File: config.mk
export PLATFORM = sky130hd
export DESIGN_NAME = mux_41_rr_arbiter
export DESIGN_NICKNAME = d
export VERILOG_FILES = /design/src/rtl/mux_41_rr_arbiter.sv
export SDC_FILE = /design/constraint.sdc
export NUM_CORES = 1
export LEC_CHECK = 0
export BUFFER_PORTS_ARGS = -buffer_cell sky130_fd_sc_hd__buf_2
export CAP_MARGIN = 20
export CELL_PAD_IN_SITES_DETAIL_PLACEMENT = 0
export CELL_PAD_IN_SITES_GLOBAL_PLACEMENT = 1
export CORE_MARGIN = 2
export CORE_UTILIZATION = 31
export CTS_CLUSTER_DIAMETER = 120
export CTS_CLUSTER_SIZE = 28
export DETAILED_ROUTE_END_ITERATION = 8
export PLACE_DENSITY = 0.74
export RECOVER_POWER = 25
export SLEW_MARGIN = 0
export SYNTH_ARGS = -nofsm -noshare
export SYNTH_HDL_FRONTEND = slang
export SYNTH_SLANG_ARGS = --single-unit
File: constraint.sdc
create_clock -name clk -period 2.2 [get_ports clk]
set_input_delay 0.11 -clock clk [delete_from_list [all_inputs] [get_ports clk]]
set_output_delay 0.11 -clock clk [all_outputs]
set_load 0.03 [all_outputs]
File: src/rtl/mux_41_rr_arbiter.sv
// Round-robin packet arbiter: four requesters share one 4:1 data mux, each holding it
// for a whole packet, feeding a registered valid/ready output stage.
module mux_41_rr_arbiter #(
  parameter int WIDTH = 8
) (
  input  logic               clk,
  input  logic               rst_n,
  input  logic [3:0]         in_valid,
  input  logic [3:0]         in_last,
  input  logic [4*WIDTH-1:0] in_data,
  output logic [3:0]         in_ready,
  output logic               out_valid,
  output logic [WIDTH-1:0]   out_data,
  output logic               out_last,
  input  logic               out_ready,
  output logic [3:0]         grant,
  output logic [1:0]         sel,
  output logic               busy
);

  typedef enum logic {
    IDLE = 1'b0,
    BUSY = 1'b1
  } state_t;

  state_t           state_reg, state_next;
  logic [1:0]       ptr_reg, ptr_next;
  logic [1:0]       sel_reg, sel_next;
  logic [WIDTH-1:0] chan_data [4];
  logic [1:0]       winner;
  logic             found;
  logic             can_load;
  logic             accept;

  generate
    for (genvar gi = 0; gi < 4; gi++) begin : g_chan
      assign chan_data[gi] = in_data[gi*WIDTH +: WIDTH];
      assign grant[gi]     = (state_reg == BUSY) && (sel_reg == 2'(gi));
      assign in_ready[gi]  = (state_reg == BUSY) && (sel_reg == 2'(gi)) && can_load;
    end
  endgenerate

  assign busy     = (state_reg == BUSY);
  assign sel      = sel_reg;
  assign can_load = !out_valid || out_ready;
  assign accept   = (state_reg == BUSY) && in_valid[sel_reg] && can_load;

  // Scan from the farthest offset down so the offset closest to ptr wins.
  always_comb begin
    winner = ptr_reg;
    found  = 1'b0;
    for (int k = 3; k >= 0; k--) begin
      if (in_valid[ptr_reg + 2'(k)]) begin
        winner = ptr_reg + 2'(k);
        found  = 1'b1;
      end
    end
  end

  always_comb begin
    state_next = state_reg;
    sel_next   = sel_reg;
    ptr_next   = ptr_reg;
    case (state_reg)
      IDLE: begin
        if (found) begin
          state_next = BUSY;
          sel_next   = winner;
        end
      end
      BUSY: begin
        if (accept && in_last[sel_reg]) begin
          state_next = IDLE;
          ptr_next   = sel_reg + 2'd1;
        end
      end
      default: state_next = IDLE;
    endcase
  end

  always_ff @(posedge clk or negedge rst_n) begin
    if (!rst_n) begin
      state_reg <= IDLE;
      ptr_reg   <= 2'd0;
      sel_reg   <= 2'd0;
    end else begin
      state_reg <= state_next;
      ptr_reg   <= ptr_next;
      sel_reg   <= sel_next;
    end
  end

  // The output register drains on its own, even after the owner has released.
  always_ff @(posedge clk or negedge rst_n) begin
    if (!rst_n) begin
      out_valid <= 1'b0;
      out_data  <= '0;
      out_last  <= 1'b0;
    end else if (accept) begin
      out_valid <= 1'b1;
      out_data  <= chan_data[sel_reg];
      out_last  <= in_last[sel_reg];
    end else if (out_valid && out_ready) begin
      out_valid <= 1'b0;
    end
  end

endmodule

==> results.toml <==
[timing]
max_freq_ghz = 0.539
final_max_slew_viol_count = 0
setup_viol = 0
fin_crit_ns = 1.86
holdWs_ns = 0.253
slew-limit-headroom = 0.423
setup_tns_ns = 0
worst_slew_pin_slew_ns = 0.866
clock-skew-final_ns = 0.00732
hold_viol = 0
rsz0062_at_grt = "no"
period_share = 0.844

[finish]
num_antenna_cells = 0
layout_common_cells = "buf_2 (62), dfrtp_1 (15), mux2_2 (11)"
final_common_cell = "buf_2"
nNetsFinal = 199
largest_reg_flops = 8
areaGrowthSynthToFinish_pct = 39.0
drive_gt1_frac = 0.623
fillers = 335

[floorplan]
design.core.area_mm2 = 0.00331
row_count = 21
die_y_um = 62.5
die_w_um = 62.5
start_util = 0.320
dieArea_mm2 = 0.00391
ios = 64

[clocking]
cts.htree.levels = 1
cts_tree = "yes"
clockBufferDepth = 2
clock_sinks = 15
clkTransAtPathRegs_ns = 0.10
clock_latency_ns = 0.29
cts_setup_buffers = 0
cts_buffers = 3
cts_root_buf = "clkbuf_4"

[detailed_routing]
wl_mm = 2.67
vias = 955
dr.pass1.iters = 2
viasPerCell = 4.85
drc_errors = 0
wl_per_cell_um = 13.6
drtIter0Drc = 8
antenna_left = 0

[status]
status = "finished, final reports clean"

[place]
gp_congestion = 0.853
numPortBuffers = 63
dp_hpwl_mm = 2.23

[pwr]
switching_share = 0.475
seqPwrFrac = 0.250
p_per_area_mw_per_mm2 = 1480
leakage_nw = 0.734
ir_worst_vdd_mv = 0.479
p_comb_frac = 0.675
intPower_mw = 1.14
net-switching-power_mw = 1.03
p_clk_frac = 0.075

[min_path]
worstHoldPathType = "primary input to flip-flop"

[critical_path]
cp.required_ns = 2.09
cp_max_fo = 9
end_kind = "output port"
arrival_ns = 1.75
start_kind = "flip-flop"
critical_path_class = "flip-flop to output port"

[logic_synthesis]
syn_avg_cell_area_um2 = 12.6
syn_inst = 84
syn_area_mm2 = 0.00106
ys_types = 25
ys_ff_latch = 15
synth_nets = 131
seq_area_frac_synth = 0.354
ys.warnings.count = 0

[global_route]
grt_pass1_wl_mm = 4.26
grt_pass1_vias = 894
antenna_found_initial = 0
grt_max_degree = 16
grt_usage = 0.137
overflow = 0

[run]
cap_violations = 0
power groups by stage:
stage | Clock [mW] | Combinational, mW | Sequential, mW
after floorplan | 0 | 0.885 | 0.758
after global placement | 0 | 1.46 | 0.543
after detailed placement | 0 | 1.49 | 0.551
after CTS | 0.169 | 1.49 | 0.545
after global routing | 0.180 | 1.58 | 0.570
final | 0.164 | 1.47 | 0.543
what timing repair did:
action                                  in CTS  in global routing
endpoints found under the setup margin       0                  0
hold buffers                                 1                  0
endpoints found under the hold margin       15                  0
resized for setup                            0                  0
cell usage after synthesis:
cell type	number	area [µm²]
a21o_1	2	15.0
a21oi_1	4	20.0
a221oi_1	1	8.76
and2_1	8	50.1
and3_4	1	11.3
buf_2	2	10.0
clkbuf_1	2	7.51
dfrtp_1	15	375
ha_1	4	50.1
inv_1	5	18.8
mux2_2	11	124
mux2_4	1	15.0
mux2i_1	2	20.0
mux4_2	9	203
nand2b_1	3	18.8
nor2_1	2	7.51
nor2b_1	2	12.5
nor3_2	1	10.0
nor4_1	1	6.26
o21ai_0	2	10.0
o21ai_4	1	16.3
o21bai_1	2	15.0
o221a_4	1	20.0
o22ai_1	1	6.26
o32a_1	1	10.0
metrics by stage:
stage	setup slack [ns]	area (µm²)	power (mW)	util	std cells
2_1_floorplan	0.234	1060	1.64	-	84
3_3_place_gp	0.485	1440	2.01	0.435	192
3_5_place_dp	0.420	1440	2.04	0.435	192
4_1_cts	0.304	1480	2.21	0.446	197
5_1_grt	0.213	1480	2.33	0.446	197
6_report	0.343	1480	2.18	0.446	197
path summary, 6_finish.rpt:
check | slack [ns] | cells after the start | start | endpoint
min in group asynchronous | 0.44 | 2 | rst_n | out_data[4]
setup reg to reg | 0.41 | 5 | sel[1] | out_data[4]
hold reg to reg | 0.52 | 1 | out_data[6] | out_data[6]
max in group asynchronous | 1.22 | 2 | rst_n | sel[0]
setup / recovery | 0.34 | 6 | sel[0] | in_ready[0]
hold / removal | 0.25 | 3 | in_data[3] | out_data[3]
critical path, stage by stage (launching register included):
cell	delay (ns)
dfrtp_1	0.51
buf_4	0.23
inv_1	0.08
ha_1	0.19
and2_1	0.16
and2_1	0.13
buf_2	0.17
metal layers:
metal / GRT usage / share of wire / routed length [µm] / vias up
met5: 0 / 0 / 0 / -
met4: 0.0500 / 0.012 / 33 / 0
met3: 0.0198 / 0.044 / 118 / 4
met2: 0.220 / 0.52 / 1400 / 29
met1: 0.189 / 0.42 / 1130 / 473
li1: - / - / - / 449
cell families (layout without fill, tap and decap cells):
logic type	after synthesis	after routing	synth area share
muxes	23	23	0.341
and+or+nand+nor	18	18	0.110
AOI/OAI and AO/OA	15	15	0.114
DFF	15	15	0.354
buffers and inverters	9	76	0.0342
adders and majority gates	4	4	0.0472
area by class of cell:
class | instances | area (µm²) | area share
inverters | 5 | 18.8 | 0.0127
clock buffers | 3 | 22.5 | 0.0153
flip-flops and latches | 15 | 375 | 0.254
multi-input cells | 60 | 649 | 0.440
clock inverters | 1 | 5.00 | 0.00339
repair buffers | 67 | 347 | 0.235
well taps | 46 | 57.6 | 0.0390
Note: power is estimated with default switching activity, not from simulation.
